**src/rtl/icache_pf_pkg.sv**
```systemverilog
// icache_pf_pkg: state encoding and PLRU tree helpers shared by the prefetching I-cache controller
package icache_pf_pkg;
  typedef enum logic [1:0] {HIT_CHECK = 2'd0, FILL = 2'd1, PF_FILL = 2'd2} state_e;
  // Trees up to 16 ways are handled in fixed 15-bit/16-bit containers; ways selects the live part.
  function automatic logic [3:0] plru_victim(input logic [14:0] tree, input logic [15:0] valid, input int ways);
    logic [31:0] t;
    logic [4:0] node;
    logic [3:0] v;
    t = 32'(tree);
    node = 5'd1;
    for (int i = 0; i < 4; i++) if (32'(node) < ways) node = {node[3:0], t[node - 5'd1]};
    v = 4'(node - 5'(ways));
    for (int i = 15; i >= 0; i--) if (i < ways && !valid[i]) v = 4'(i);
    return v;
  endfunction
  function automatic logic [14:0] plru_touch(input logic [14:0] tree, input logic [3:0] way, input int ways);
    logic [31:0] t;
    logic [4:0] n;
    t = 32'(tree);
    n = 5'(way) + 5'(ways);
    for (int i = 0; i < 4; i++)
      if (n > 5'd1) begin
        t[5'(n[4:1]) - 5'd1] = ~n[0];
        n = 5'(n[4:1]);
      end
    return t[14:0];
  endfunction
endpackage

```
**src/rtl/icache_pf_ctrl_plru.sv**
```systemverilog
// plru_tree: victim choice on one tree and touch update on another, sized for WAYS
module plru_tree import icache_pf_pkg::*; #(
  parameter int WAYS = 4,
  localparam int WB = $clog2(WAYS),
  localparam int PW = WAYS - 1
) (
  input  logic [PW-1:0]   vtree,
  input  logic [WAYS-1:0] valid,
  input  logic [PW-1:0]   ttree,
  input  logic [WB-1:0]   way,
  output logic [WB-1:0]   victim,
  output logic [PW-1:0]   touched
);
  logic [14:0] vt, tt;
  logic [15:0] v16;
  always_comb begin
    vt = '0;
    vt[PW-1:0] = vtree;
    tt = '0;
    tt[PW-1:0] = ttree;
    v16 = '1;
    v16[WAYS-1:0] = valid;
    victim = WB'(plru_victim(vt, v16, WAYS));
    touched = PW'(plru_touch(tt, 4'(way), WAYS));
  end
endmodule

```
**src/rtl/icache_pf_ctrl.sv**
```systemverilog
// icache_pf_ctrl: read-only WAYS-way I-cache controller with next-line prefetch
module icache_pf_ctrl import icache_pf_pkg::*; #(
  parameter int WAYS = 4,
  parameter int CNT_W = 16,
  localparam int WB = $clog2(WAYS),
  localparam int PW = WAYS - 1
) (
  input  logic             clk,
  input  logic             rst,
  input  logic             mem_read,
  output logic             mem_resp,
  input  logic             pf_enable,
  input  logic [WAYS-1:0]  hit_i,
  input  logic [WAYS-1:0]  valid_i,
  input  logic [PW-1:0]    plru_i,
  input  logic [WAYS-1:0]  nhit_i,
  input  logic [WAYS-1:0]  nvalid_i,
  input  logic [PW-1:0]    nplru_i,
  input  logic             pf_set_match_i,
  output logic             pf_addr_load,
  output logic [WB-1:0]    way_sel,
  output logic [WAYS-1:0]  way_load,
  output logic             fill_sel,
  output logic             pmem_addr_sel,
  output logic             plru_load,
  output logic [PW-1:0]    plru_o,
  output logic             pmem_read,
  input  logic             pmem_resp,
  output logic [CNT_W-1:0] pf_issue_cnt
);
  state_e state, state_n;
  logic [WB-1:0] hit_way, dm_victim, pf_victim, dm_vic_n, pf_vic_n;
  logic [PW-1:0] hit_touch, fill_touch;
  logic hit, miss, serve, launch, dm_done, pf_done, pf_block;
  always_comb begin
    hit_way = '0;
    for (int i = WAYS - 1; i >= 0; i--) if (hit_i[i]) hit_way = WB'(i);
  end
  // The second tree unit also hosts the fill-time touch so both units stay fully used.
  plru_tree #(.WAYS(WAYS)) u_dm (
    .vtree(plru_i), .valid(valid_i), .ttree(plru_i), .way(hit_way),
    .victim(dm_vic_n), .touched(hit_touch)
  );
  plru_tree #(.WAYS(WAYS)) u_nl (
    .vtree(nplru_i), .valid(nvalid_i), .ttree(plru_i), .way(dm_victim),
    .victim(pf_vic_n), .touched(fill_touch)
  );
  always_comb begin
    hit = |hit_i;
    pf_block = pf_set_match_i && hit_way == pf_victim;
    miss = !rst && state == HIT_CHECK && mem_read && !hit;
    dm_done = !rst && state == FILL && pmem_resp;
    pf_done = !rst && state == PF_FILL && pmem_resp;
    serve = !rst && mem_read && hit && (state == HIT_CHECK || (state == PF_FILL && !pmem_resp && !pf_block));
    launch = serve && state == HIT_CHECK && pf_enable && nhit_i == '0;
    mem_resp = serve;
    way_sel = serve ? hit_way : '0;
    plru_load = serve || dm_done;
    plru_o = serve ? hit_touch : dm_done ? fill_touch : '0;
    pf_addr_load = launch;
    way_load = dm_done ? WAYS'(1) << dm_victim : pf_done ? WAYS'(1) << pf_victim : '0;
    fill_sel = pf_done;
    pmem_addr_sel = !rst && state == PF_FILL;
    pmem_read = !rst && state != HIT_CHECK;
    state_n = launch ? PF_FILL : miss ? FILL : (dm_done || pf_done) ? HIT_CHECK : state;
  end
  always_ff @(posedge clk or posedge rst)
    if (rst) begin
      state <= HIT_CHECK;
      dm_victim <= '0;
      pf_victim <= '0;
      pf_issue_cnt <= '0;
    end else begin
      state <= state_n;
      if (miss) dm_victim <= dm_vic_n;
      if (launch) pf_victim <= pf_vic_n;
      if (launch && pf_issue_cnt != '1) pf_issue_cnt <= pf_issue_cnt + 1'b1;
    end
endmodule

```
**config.mk**
```make
export PLATFORM = sky130hd
export DESIGN_NAME = icache_pf_ctrl
export DESIGN_NICKNAME = d
export VERILOG_FILES = /design/src/rtl/icache_pf_pkg.sv /design/src/rtl/icache_pf_ctrl_plru.sv /design/src/rtl/icache_pf_ctrl.sv
export SDC_FILE = /design/constraint.sdc
export NUM_CORES = 1
export LEC_CHECK = 0
export ABC_AREA = 1
export CORE_ASPECT_RATIO = 0.5
export CORE_UTILIZATION = 44
export CTS_CLUSTER_DIAMETER = 120
export DETAILED_ROUTE_END_ITERATION = 16
export GPL_ROUTABILITY_DRIVEN = 0
export PLACE_DENSITY = 0.8
export SYNTH_ARGS = -nofsm -noshare
export SYNTH_HDL_FRONTEND = slang
export SYNTH_SLANG_ARGS = --single-unit
```
**constraint.sdc**
```tcl
create_clock -name clk -period 2.1 [get_ports clk]
set_input_delay 0.315 -clock clk [delete_from_list [all_inputs] [get_ports clk]]
set_output_delay 0.315 -clock clk [all_outputs]
set_load 0.02 [all_outputs]
```
==> results.rst, run 1 <==
.. list-table::
   :header-rows: 1

   * - Metric
     - Value
   * - Total power per unit cell area
     - 609 nW/um^2
   * - Combinational cell fraction of total power
     - between 40 and 50%
   * - Switching Share
     - a little under two fifths
   * - Post-route total power
     - 1.43 mW
   * - Slew Viols, Final
     - 0
   * - CP top delay family
     - buffers and inverters
   * - Vias per cell
     - 4.84
   * - Final Net Count
     - 341
   * - Worst Tran Pin Value
     - 0.429 ns
   * - Overall routing resource usage
     - 22.6%
   * - Relative slew margins
     - 71.2%
   * - Wire length of the first global-routing pass
     - 6.73 mm
   * - Maximum fanout along the worst path
     - 4
   * - # IOs
     - 59
   * - Critical R2R Launch
     - pf_issue_cnt[0]
   * - H-tree depth
     - 1
   * - Period utilisation layout
     - 97.1%
   * - Number of stages on the worst setup path
     - 5
   * - Utilization of the core after routing
     - 74.3%
   * - Post-route ant nets
     - 0
   * - Crit Path Category
     - in2out
   * - Stage delay of the slowest cell on the critical path
     - between 0.4 and 0.5 ns
   * - Syn_nets
     - ~260
   * - Run status
     - complete, no violations
   * - Hold Crit Class
     - in2async
   * - Highest clock frequency the design can meet
     - 0.491 GHz
   * - Most frequent cells in the layout
     - sky130_fd_sc_hd__nand2_1, sky130_fd_sc_hd__clkdlybuf4s50_1, sky130_fd_sc_hd__inv_1
   * - Final-layout setup total negative slack
     - 0 ns
   * - Power spent charging and discharging nets
     - 549 uW
   * - Sequential cell area fraction in the yosys report
     - 35.7%
   * - Internal power
     - 885 uW
   * - Min Hold Slack
     - 0.319 ns
   * - Core area
     - between 3000 and 4000 um^2
   * - Count of max-cap constraint violations
     - 0
   * - Vias after detailed routing
     - about 1700
   * - DR WL/cell
     - 11.4 um
   * - Final Hold Vio Count
     - 0
   * - Count of flip-flops with a built-in enable after synthesis
     - 0
   * - Count of distinct cell types in the synthesized netlist
     - 28
   * - Diode count
     - 0
   * - GR Overflow Total
     - 0
   * - Footprint of the flip-flops and latches
     - 551 um^2
   * - Multi-input combinational cell area
     - 841 um^2
   * - Startpoint kind of the worst setup timing path
     - input pin
   * - # DRC
     - 0
   * - Width of the chip
     - 85.7 um
   * - Setup slack of the worst register-to-register path
     - 0.33 ns
   * - Number of clock sinks seen by CTS
     - 22
   * - Number of failing setup endpoints in the final timing report
     - 0
   * - Share of post-route cells with drive strength above 1
     - 17.4%
   * - Count of non-filler cells in the finished layout
     - 358
   * - Fill cell total of the finished layout
     - between 200 and 250
   * - Clock share of power
     - a little under a fifth
   * - Shortest clock period the worst path allows after layout
     - a little over 2 ns
   * - Slowest stage cell, crit path
     - sky130_fd_sc_hd__clkdlybuf4s50_1
   * - Total instance count after detailed placement
     - approximately 350
   * - Clock transition at the registers of the reported paths
     - 0.08 ns
   * - Required time reported for the critical path endpoint
     - 1.78 ns
   * - YS warnings
     - 0
   * - Root buffer selected by CTS
     - sky130_fd_sc_hd__clkbuf_8
   * - Worst IR drop on VDD
     - 311 uV
   * - Cells along the critical path
     - clkdlybuf4s50_1, nand4_1, buf_4, o31ai_1, dlygate4sd1_1
   * - Vias in the first global route
     - 1609
   * - Initial cell density of the core
     - around 49%
   * - HPWL after detailed placement
     - 3.22 mm
   * - CTS tree
     - built
   * - Antenna violations before repair
     - 0
   * - FF+latch count, synth
     - 22
   * - Post-Synthesis Cells
     - approximately 230
   * - RSZ-0062 raised after global routing
     - false
   * - Maximum number of pins on one net before global-route repair
     - 23
   * - Combined buffer and inverter count along the critical path
     - 3
   * - Leak Pwr
     - 1.27 nW
   * - Die height
     - 43.9 um
   * - Die area
     - 3760 um^2
   * - Number of detailed-route iterations in the first pass
     - 4
   * - Part of the power in registers
     - 38.9%
   * - Dominant register cell in the synthesized netlist
     - sky130_fd_sc_hd__dfrtp_1
   * - Iteration-0 DRC Markers
     - 72
   * - Area of the mapped netlist
     - 1540 um^2
   * - Wire length reported by the detailed router
     - 4.09 mm
   * - RR Endpoint
     - pf_issue_cnt[12]
   * - Maximum root-to-sink buffer count
     - 2
   * - Clock latency of the later-clocked register in the worst-skew pair
     - 0.26 ns
   * - Most common cell after layout, fill and taps aside
     - sky130_fd_sc_hd__nand2_1
   * - Clock skew after layout
     - roughly 0.0036 ns
   * - Num CTS Buffers
     - 3
   * - Buffers on Ports
     - 58
   * - Mean area per synthesized cell
     - 6.76 um^2
   * - Growth of design area from synthesis to finish
     - 52.9%
   * - Reg2reg path depth
     - 10
   * - Number of rows created at floorplan
     - 14
   * - FFs w/ async S/R, synth
     - 100%
   * - Critical Path AT
     - 1.72 ns
   * - Endpoint type of the worst setup path
     - output port
-- worst max-delay path by stage --
stage	startpoint	end	slack, ns
after floorplan	state[0]	way_load[3]	0.05
after global placement	hit_i[1]	plru_load	-0.37
after detailed placement	hit_i[1]	plru_load	-0.43
after CTS	hit_i[1]	way_sel[0]	0.009
after global routing	pmem_resp	way_load[1]	0.003
final	pmem_resp	way_load[2]	0.06
-- routing by layer --
metal	global-route usage, %	up-vias	part of all wire, %	wire length [um]
met5	0	-	0	0
met4	2.33	0	0.37	15
li1	-	891	-	-
met3	3.43	2	4.3	176
met1	29.4	782	48	1970
met2	42.1	59	47	1930
-- sequential cells by signal, summed over array words and instances, names as in the netlist --
| signal | cells |
|---|---|
| pf_issue_cnt | 16 |
| dm_victim | 2 |
| pf_victim | 2 |
| state | 2 |
-- power by group through the flow --
stage	logic [mW]	registers [mW]	clock network, mW
6_report	0.617	0.558	0.260
5_1_grt	0.679	0.566	0.277
4_1_cts	0.602	0.556	0.265
3_5_place_dp	0.612	0.559	0
3_3_place_gp	0.598	0.558	0
2_1_floorplan	0.288	0.583	0
-- final cells by class --
| type | instances | share of cell area (%) |
|---|---|---|
| inverters | 44 | 7.01 |
| repair buffers | 80 | 29.7 |
| well taps | 48 | 2.55 |
| multi-input cells | 161 | 35.7 |
| flip-flops and latches | 22 | 23.4 |
| clock buffers | 3 | 1.75 |
-- cell families after synthesis --
family          after synthesis  share of synthesized area, %
xor+xnor                      9                          5.11
compound gates               25                          9.34
buf+inv                      45                          11.4
flops                        22                          35.7
simple gates                126                          37.6
fa+ha+maj                     1                         0.812
-- synth_stat cells, types with 2 or more instances --
library cell / number / area share (%)
sky130_fd_sc_hd__nand2_2: 2 / 0.81
sky130_fd_sc_hd__nand4_1: 6 / 2.4
sky130_fd_sc_hd__nand3_1: 21 / 6.8
sky130_fd_sc_hd__o22ai_1: 2 / 0.81
sky130_fd_sc_hd__inv_2: 7 / 1.7
sky130_fd_sc_hd__dfrtp_1: 22 / 36
sky130_fd_sc_hd__inv_1: 37 / 9.0
sky130_fd_sc_hd__o21ai_0: 8 / 2.6
sky130_fd_sc_hd__nand2_1: 69 / 17
sky130_fd_sc_hd__nor3_1: 7 / 2.3
sky130_fd_sc_hd__xor2_1: 8 / 4.5
sky130_fd_sc_hd__nor2_1: 15 / 3.7
sky130_fd_sc_hd__o21ai_1: 8 / 2.6
sky130_fd_sc_hd__nor3_2: 2 / 1.3
-- repair_timing --
item,4_1_cts,5_1_grt
setup endpoints to repair,14,11
hold buffers,0,0
gates resized for setup,45,11
pin swaps,3,3
cloned,0,0
buffers inserted,3,0
endpoints found under the hold margin,0,0
-- per-stage QoR --
step / setup slack (ns) / area [um^2]
2_1_floorplan: 0.0474 / 1540
3_3_place_gp: -0.368 / 2310
3_5_place_dp: -0.430 / 2310
4_1_cts: 0.00855 / 2350
5_1_grt: 0.00291 / 2360
6_report: 0.0618 / 2360
-- worst min-delay path: stages --
cell and delay [ns]:
sky130_fd_sc_hd__dlygate4sd2_1 0.27, sky130_fd_sc_hd__inv_1 0.09, sky130_fd_sc_hd__buf_4 0.29
No activity file was read; power rests on OpenSTA's default activity.
==> run 2: changes to the inputs <==
- CORE_UTILIZATION: 44 -> 45
- CTS_BUF_LIST: not set -> sky130_fd_sc_hd__clkbuf_2
- CTS_CLUSTER_SIZE: not set -> 20
- PLACE_DENSITY: 0.8 -> 0.82
==> results.rst, run 2 (synthesis gave the netlist of run 1 again) <==
.. list-table::
   :header-rows: 1

   * - Metric
     - Value
   * - Startpoint kind of the worst setup timing path
     - flip-flop (was input pin)
   * - Maximum number of pins on one net before global-route repair
     - 23 (unchanged)
   * - Post-route total power
     - 1.45 mW (was 1.43 mW)
   * - Die area
     - 3680 um^2 (was 3760 um^2)
   * - Wire length reported by the detailed router
     - 4.07 mm (was 4.09 mm)
   * - Endpoint type of the worst setup path
     - output port (unchanged)
   * - Diode count
     - 0 (unchanged)
   * - Most frequent cells in the layout
     - sky130_fd_sc_hd__nand2_1, sky130_fd_sc_hd__clkdlybuf4s50_1, sky130_fd_sc_hd__inv_1 (unchanged)
   * - Setup slack of the worst register-to-register path
     - 0.34 ns (was 0.33 ns)
   * - Final Net Count
     - 340 (was 341)
   * - Worst slack, placed
     - -0.483 ns (was -0.430 ns)
   * - Num CTS Buffers
     - 3 (unchanged)
   * - HPWL after detailed placement
     - 3.29 mm (was 3.22 mm)
   * - Wire length of the first global-routing pass
     - 6.85 mm (was 6.73 mm)
   * - Number of detailed-route iterations in the first pass
     - 10 (was 4)
   * - H-tree depth
     - 1 (unchanged)
   * - Vias per cell
     - 4.89 (was 4.84)
   * - Worst IR drop on VDD
     - 367 uV (was 311 uV)
   * - Final setup slack of the worst path
     - 0.121 ns (was 0.0618 ns)
   * - CP Launch Point
     - pf_victim[1] (was pmem_resp)
   * - Shortest clock period the worst path allows after layout
     - 1.98 ns (was 2.04 ns)
   * - Required time reported for the critical path endpoint
     - 1.78 ns (about the same)
   * - Core area
     - 3140 um^2 (was 3170 um^2)
   * - Final Hold Vio Count
     - 0 (unchanged)
   * - Part of the power in registers
     - 38.6% (was 38.9%)
   * - # IOs
     - 59 (unchanged)
   * - Highest clock frequency the design can meet
     - 0.505 GHz (was 0.491 GHz)
   * - Die height
     - 43.4 um (was 43.9 um)
   * - Maximum fanout along the worst path
     - 4 (unchanged)
   * - Most common cell after layout, fill and taps aside
     - sky130_fd_sc_hd__nand2_1 (unchanged)
   * - Register containing the most flip-flops in the final layout
     - pf_issue_cnt (unchanged)
   * - CTS tree
     - built (unchanged)
   * - Width of the chip
     - 84.8 um (was 85.7 um)
   * - Internal power
     - 907 uW (was 885 uW)
   * - Buffers on Ports
     - 58 (unchanged)
   * - Power spent charging and discharging nets
     - 547 uW (was 549 uW)
   * - Critical R2R Launch
     - pf_issue_cnt[1] (was pf_issue_cnt[0])
   * - Period utilisation layout
     - 94.2% (was 97.1%)
   * - Number of clock sinks seen by CTS
     - 22 (unchanged)
   * - Clock skew after layout
     - 0.0193 ns (was 0.00359 ns)
   * - Root buffer selected by CTS
     - sky130_fd_sc_hd__clkbuf_2 (was sky130_fd_sc_hd__clkbuf_8)
   * - RR Endpoint
     - pf_issue_cnt[3] (was pf_issue_cnt[12])
   * - Switching Share
     - 37.6% (was 38.3%)
   * - Number of rows created at floorplan
     - 14 (unchanged)
   * - Share of post-route cells with drive strength above 1
     - 18.7% (was 17.4%)
   * - Number of flip-flops in the largest register
     - 16 (unchanged)
   * - Hold Crit Class
     - in2async (unchanged)
   * - # DRC
     - 2 (was 0)
   * - Number of failing setup endpoints in the final timing report
     - 0 (unchanged)
   * - Post-route ant nets
     - 0 (unchanged)
   * - Slew Viols, Final
     - 0 (unchanged)
   * - Fill cell total of the finished layout
     - 248 (was 243)
   * - DR WL/cell
     - 11.6 um (was 11.4 um)
   * - Reg2reg path depth
     - 10 (unchanged)
   * - Violated checks
     - design-rule violations
   * - Overall routing resource usage
     - 23.8% (was 22.6%)
   * - Worst Tran Pin Value
     - 0.427 ns (was 0.429 ns)
   * - Initial cell density of the core
     - 49.2% (was 48.6%)
   * - CTS Hold Bufs
     - 0 (unchanged)
   * - Run status
     - complete, but fails checks (was complete, no violations)
   * - Clock share of power
     - 21.4% (was 18.1%)
   * - Iteration-0 DRC Markers
     - 52 (was 72)
   * - Critical Path AT
     - 1.66 ns (was 1.72 ns)
   * - Total power per unit cell area
     - 624 nW/um^2 (was 609 nW/um^2)
   * - Growth of design area from synthesis to finish
     - 51.1% (was 52.9%)
   * - Crit Path Category
     - reg2out (was in2out)
   * - Clock latency of the later-clocked register in the worst-skew pair
     - 0.36 ns (was 0.26 ns)
   * - Leak Pwr
     - 1.28 nW (was 1.27 nW)
   * - Relative slew margins
     - 71.4% (was 71.2%)
   * - Count of max-cap constraint violations
     - 0 (unchanged)
   * - Combinational cell fraction of total power
     - 40.0% (was 43.0%)
   * - Clock transition at the registers of the reported paths
     - 0.25 ns (was 0.08 ns)
   * - Vias after detailed routing
     - 1712 (was 1734)
   * - GR Overflow Total
     - 0 (unchanged)
   * - Vias in the first global route
     - 1644 (was 1609)
   * - Maximum root-to-sink buffer count
     - 2 (unchanged)
   * - Antenna violations before repair
     - 0 (unchanged)
[run 2: worst max-delay path by stage]
stage	endpoint
after global routing	way_sel[1]
after global placement	plru_load
after CTS	way_load[3]
final	plru_load
after floorplan	way_load[3]
after detailed placement	plru_load
[run 2: metal layers]
| metal | up-vias | GRT usage, % | part of all wire [%] |
|---|---|---|---|
| li1 | 892 | - | - |
| met1 | 777 | 27.2 | 45 |
| met2 | 37 | 46.5 | 51 |
| met3 | 6 | 4.57 | 3.1 |
| met4 | 0 | 7.12 | 0.84 |
| met5 | - | 0 | 0 |
[run 2: layout make-up]
type,count,area [um^2],share of cell area (%)
Tap cell,40,50.0,2.15
Timing Repair Buffer,79,692,29.7
Clock inverter,1,30.0,1.29
Multi-Input combinational cell,161,825,35.4
Sequential cell,22,552,23.7
Inverter,44,165,7.09
Clock buffer,3,15.0,0.645
[run 2: power by group through the flow]
stage	clock network (mW)	registers, mW	logic [mW]
3_3_place_gp	0	0.561	0.581
5_1_grt	0.330	0.570	0.642
3_5_place_dp	0	0.565	0.592
6_report	0.311	0.562	0.581
4_1_cts	0.318	0.558	0.572
2_1_floorplan	0	0.583	0.288
[run 2: what timing repair did]
item                       in CTS  in global routing
gates resized for setup        47                 18
buffers inserted                1                  3
setup endpoints to repair      14                 14
pin swaps                       0                  6
[run 2: metrics by stage]
step / hold slack (ns) / TNS [ns] / cells / instance area [um^2] / utilization [%]
after floorplan: 0.312 / 0 / 228 / 1540 / -
after global placement: 0.490 / -3.81 / 342 / 2290 / 73.0
after detailed placement: 0.502 / -4.52 / 342 / 2290 / 73.0
after CTS: 0.350 / 0 / 347 / 2310 / 73.7
after global routing: 0.433 / -0.0393 / 350 / 2330 / 74.3
final: 0.382 / 0 / 350 / 2330 / 74.3
[run 2: critical path, stage by stage, from the launching register on]
cell	delay, ns
sky130_fd_sc_hd__dfrtp_1	0.49
sky130_fd_sc_hd__inv_2	0.07
sky130_fd_sc_hd__nand3_1	0.08
sky130_fd_sc_hd__nand3_1	0.09
sky130_fd_sc_hd__o21ai_1	0.13
sky130_fd_sc_hd__nand2_1	0.12
sky130_fd_sc_hd__nand2_2	0.12
sky130_fd_sc_hd__nand2_1	0.05
sky130_fd_sc_hd__buf_2	0.15
==> run 3: changes to the inputs <==
- SKIP_CTS_REPAIR_TIMING: not set -> 1
==> results.rst, run 3 (synthesis gave the netlist of run 1 again) <==
.. list-table::
   :header-rows: 1

   * - Metric
     - Value
   * - Period utilisation layout
     - 94.1% (was 94.2%)
   * - Clock transition at the registers of the reported paths
     - 0.25 ns (about the same)
   * - Core area
     - 3140 um^2 (unchanged)
   * - CP top delay family
     - flip-flops (unchanged)
   * - Number of flip-flops in the largest register
     - 16 (unchanged)
   * - Most frequent cells in the layout
     - sky130_fd_sc_hd__nand2_1, sky130_fd_sc_hd__clkdlybuf4s50_1, sky130_fd_sc_hd__inv_1 (unchanged)
   * - Number of clock sinks seen by CTS
     - 22 (unchanged)
   * - Wire length reported by the detailed router
     - 4.06 mm (was 4.07 mm)
   * - Required time reported for the critical path endpoint
     - 1.78 ns (about the same)
   * - Share of post-route cells with drive strength above 1
     - 17.7% (was 18.7%)
   * - Vias in the first global route
     - 1650 (was 1644)
   * - Buffers on Ports
     - 58 (unchanged)
   * - DR WL/cell
     - 11.6 um (about the same)
   * - Total power per unit cell area
     - 625 nW/um^2 (was 624 nW/um^2)
   * - Maximum fanout along the worst path
     - 4 (unchanged)
   * - Maximum number of pins on one net before global-route repair
     - 23 (unchanged)
   * - Crit Path Category
     - reg2out (unchanged)
   * - Antenna violations before repair
     - 0 (unchanged)
   * - Relative slew margins
     - 71.4% (about the same)
   * - Die area
     - 3680 um^2 (unchanged)
   * - Total instance count after detailed placement
     - 342 (unchanged)
   * - Violated checks
     - design-rule violations (unchanged)
   * - # IOs
     - 59 (unchanged)
   * - Number of detailed-route iterations in the first pass
     - 10 (unchanged)
   * - Run status
     - complete, but fails checks (unchanged)
   * - Register containing the most flip-flops in the final layout
     - pf_issue_cnt (unchanged)
   * - Post-route ant nets
     - 0 (unchanged)
   * - Final Hold Vio Count
     - 0 (unchanged)
   * - H-tree depth
     - 1 (unchanged)
   * - Count of max-cap constraint violations
     - 0 (unchanged)
   * - Worst Tran Pin Value
     - 0.427 ns (about the same)
   * - Overall routing resource usage
     - 23.9% (was 23.8%)
   * - Root buffer selected by CTS
     - sky130_fd_sc_hd__clkbuf_2 (unchanged)
   * - Slew Viols, Final
     - 0 (unchanged)
   * - HPWL after detailed placement
     - 3.29 mm (unchanged)
   * - Leak Pwr
     - 1.36 nW (was 1.28 nW)
   * - Final-layout setup total negative slack
     - 0 ns (unchanged)
   * - Wire length of the first global-routing pass
     - 6.89 mm (was 6.85 mm)
   * - Initial cell density of the core
     - 49.2% (unchanged)
   * - Clock skew after layout
     - 0.0199 ns (was 0.0193 ns)
   * - Number of failing setup endpoints in the final timing report
     - 0 (unchanged)
   * - Hold Crit Class
     - in2async (unchanged)
   * - Cells along the critical path
     - inv_2, nand3_1, nand3_1, o21ai_1, nand2_1, nand2_2, nand2_1, clkbuf_2 (was inv_2, nand3_1, nand3_1, o21ai_1, nand2_1, nand2_2, nand2_1, buf_2)
   * - Reg2reg path depth
     - 10 (unchanged)
   * - Vias per cell
     - 4.91 (was 4.89)
   * - Highest clock frequency the design can meet
     - 0.506 GHz (was 0.505 GHz)
   * - Post-route cell area
     - 2360 um^2 (was 2330 um^2)
   * - Width of the chip
     - 84.8 um (unchanged)
   * - Area post-placement
     - 2290 um^2 (unchanged)
   * - Vias after detailed routing
     - 1719 (was 1712)
   * - Stage delay of the slowest cell on the critical path
     - 0.48 ns (was 0.49 ns)
   * - Met3 layer usage reported by global route
     - 4.76% (was 4.57%)
   * - Clock latency of the later-clocked register in the worst-skew pair
     - 0.36 ns (about the same)
   * - Most common cell after layout, fill and taps aside
     - sky130_fd_sc_hd__nand2_1 (unchanged)
   * - Growth of design area from synthesis to finish
     - 53.1% (was 51.1%)
   * - Count of non-filler cells in the finished layout
     - 350 (unchanged)
   * - Maximum root-to-sink buffer count
     - 2 (unchanged)
   * - Met1 usage
     - 27.5% (was 27.2%)
   * - Number of rows created at floorplan
     - 14 (unchanged)
   * - Met2 Resource Use GR
     - 46.3% (was 46.5%)
   * - Critical Path AT
     - 1.66 ns (about the same)
   * - Number of stages on the worst setup path
     - 8 (unchanged)
   * - Num CTS Buffers
     - 3 (unchanged)
   * - Most used routing layer in global routing
     - met2 (unchanged)
   * - Iteration-0 DRC Markers
     - 54 (was 52)
   * - Worst IR drop on VDD
     - 368 uV (was 367 uV)
   * - Final Net Count
     - 340 (unchanged)
   * - Shortest clock period the worst path allows after layout
     - 1.98 ns (about the same)
   * - Endpoint type of the worst setup path
     - output port (unchanged)
   * - GR Overflow Total
     - 0 (unchanged)
   * - CTS tree
     - built (unchanged)
   * - # DRC
     - 2 (unchanged)
   * - Diode count
     - 0 (unchanged)
   * - Combined buffer and inverter count along the critical path
     - 2 (unchanged)
   * - Startpoint kind of the worst setup timing path
     - flip-flop (unchanged)
   * - Die height
     - 43.4 um (unchanged)
   * - Slowest stage cell, crit path
     - sky130_fd_sc_hd__dfrtp_1 (unchanged)
## run 3: changes by cell type in the layout (fill, tap and decap cells not counted)
| cell | previous run | this run |
|---|---|---|
| sky130_fd_sc_hd__clkdlybuf4s15_1 | 1 | 0 |
| sky130_fd_sc_hd__buf_2 | 9 | 1 |
| sky130_fd_sc_hd__dlygate4sd2_1 | 1 | 0 |
| sky130_fd_sc_hd__dlymetal6s2s_1 | 5 | 10 |
| sky130_fd_sc_hd__buf_4 | 22 | 23 |
| sky130_fd_sc_hd__clkbuf_2 | 5 | 9 |
## run 3: final timing paths
check                           startpoint          endpoint  slack, ns
max                           pf_victim[1]         plru_load       0.12
min                                    rst  pf_issue_cnt[14]       0.38
max reg2reg                pf_issue_cnt[1]   pf_issue_cnt[3]       0.34
min reg2reg                pf_issue_cnt[3]   pf_issue_cnt[3]       0.54
max in group asynchronous              rst      pf_victim[0]       1.46
min in group clk                valid_i[1]      dm_victim[1]       0.53
## run 3: area by class of cell
class,instances,area [um^2]
clock inverters,1,30.0
well taps,40,50.0
inverters,44,165
multi-input cells,161,825
fillers,243,776
clock buffers,3,15.0
repair buffers,79,723
flip-flops and latches,22,552
## run 3: per-stage QoR
stage | power (mW) | hold WS [ns] | utilization (%) | setup WS, ns
detailed placement | 1.16 | 0.502 | 73.0 | -0.483
finish | 1.47 | 0.377 | 75.3 | 0.124
global route | 1.56 | 0.424 | 75.3 | -0.0145
CTS | 1.47 | 0.350 | 74.4 | -0.491
global placement | 1.14 | 0.490 | 73.0 | -0.378
floorplan | 0.871 | 0.312 | - | 0.0474
## run 3: worst min-delay path: cells and delay by family
family,cells,cell delay (ns)
buffers and inverters,3,0.86
## run 3: per-layer routing
metal | routed length [um] | vias up
met1 | 1830 | 773
met2 | 2080 | 43
li1 | - | 897
met4 | 34 | 0
met5 | 0 | -
met3 | 114 | 6
## run 3: power breakdown
| group | switching, mW | leakage (nW) | internal (mW) | total [mW] |
|---|---|---|---|---|
| registers | 0.0677 | 0.254 | 0.489 | 0.557 |
| logic | 0.335 | 1.08 | 0.272 | 0.607 |
| clock network | 0.146 | 0.0266 | 0.164 | 0.310 |
| total | 0.549 | 1.36 | 0.925 | 1.47 |
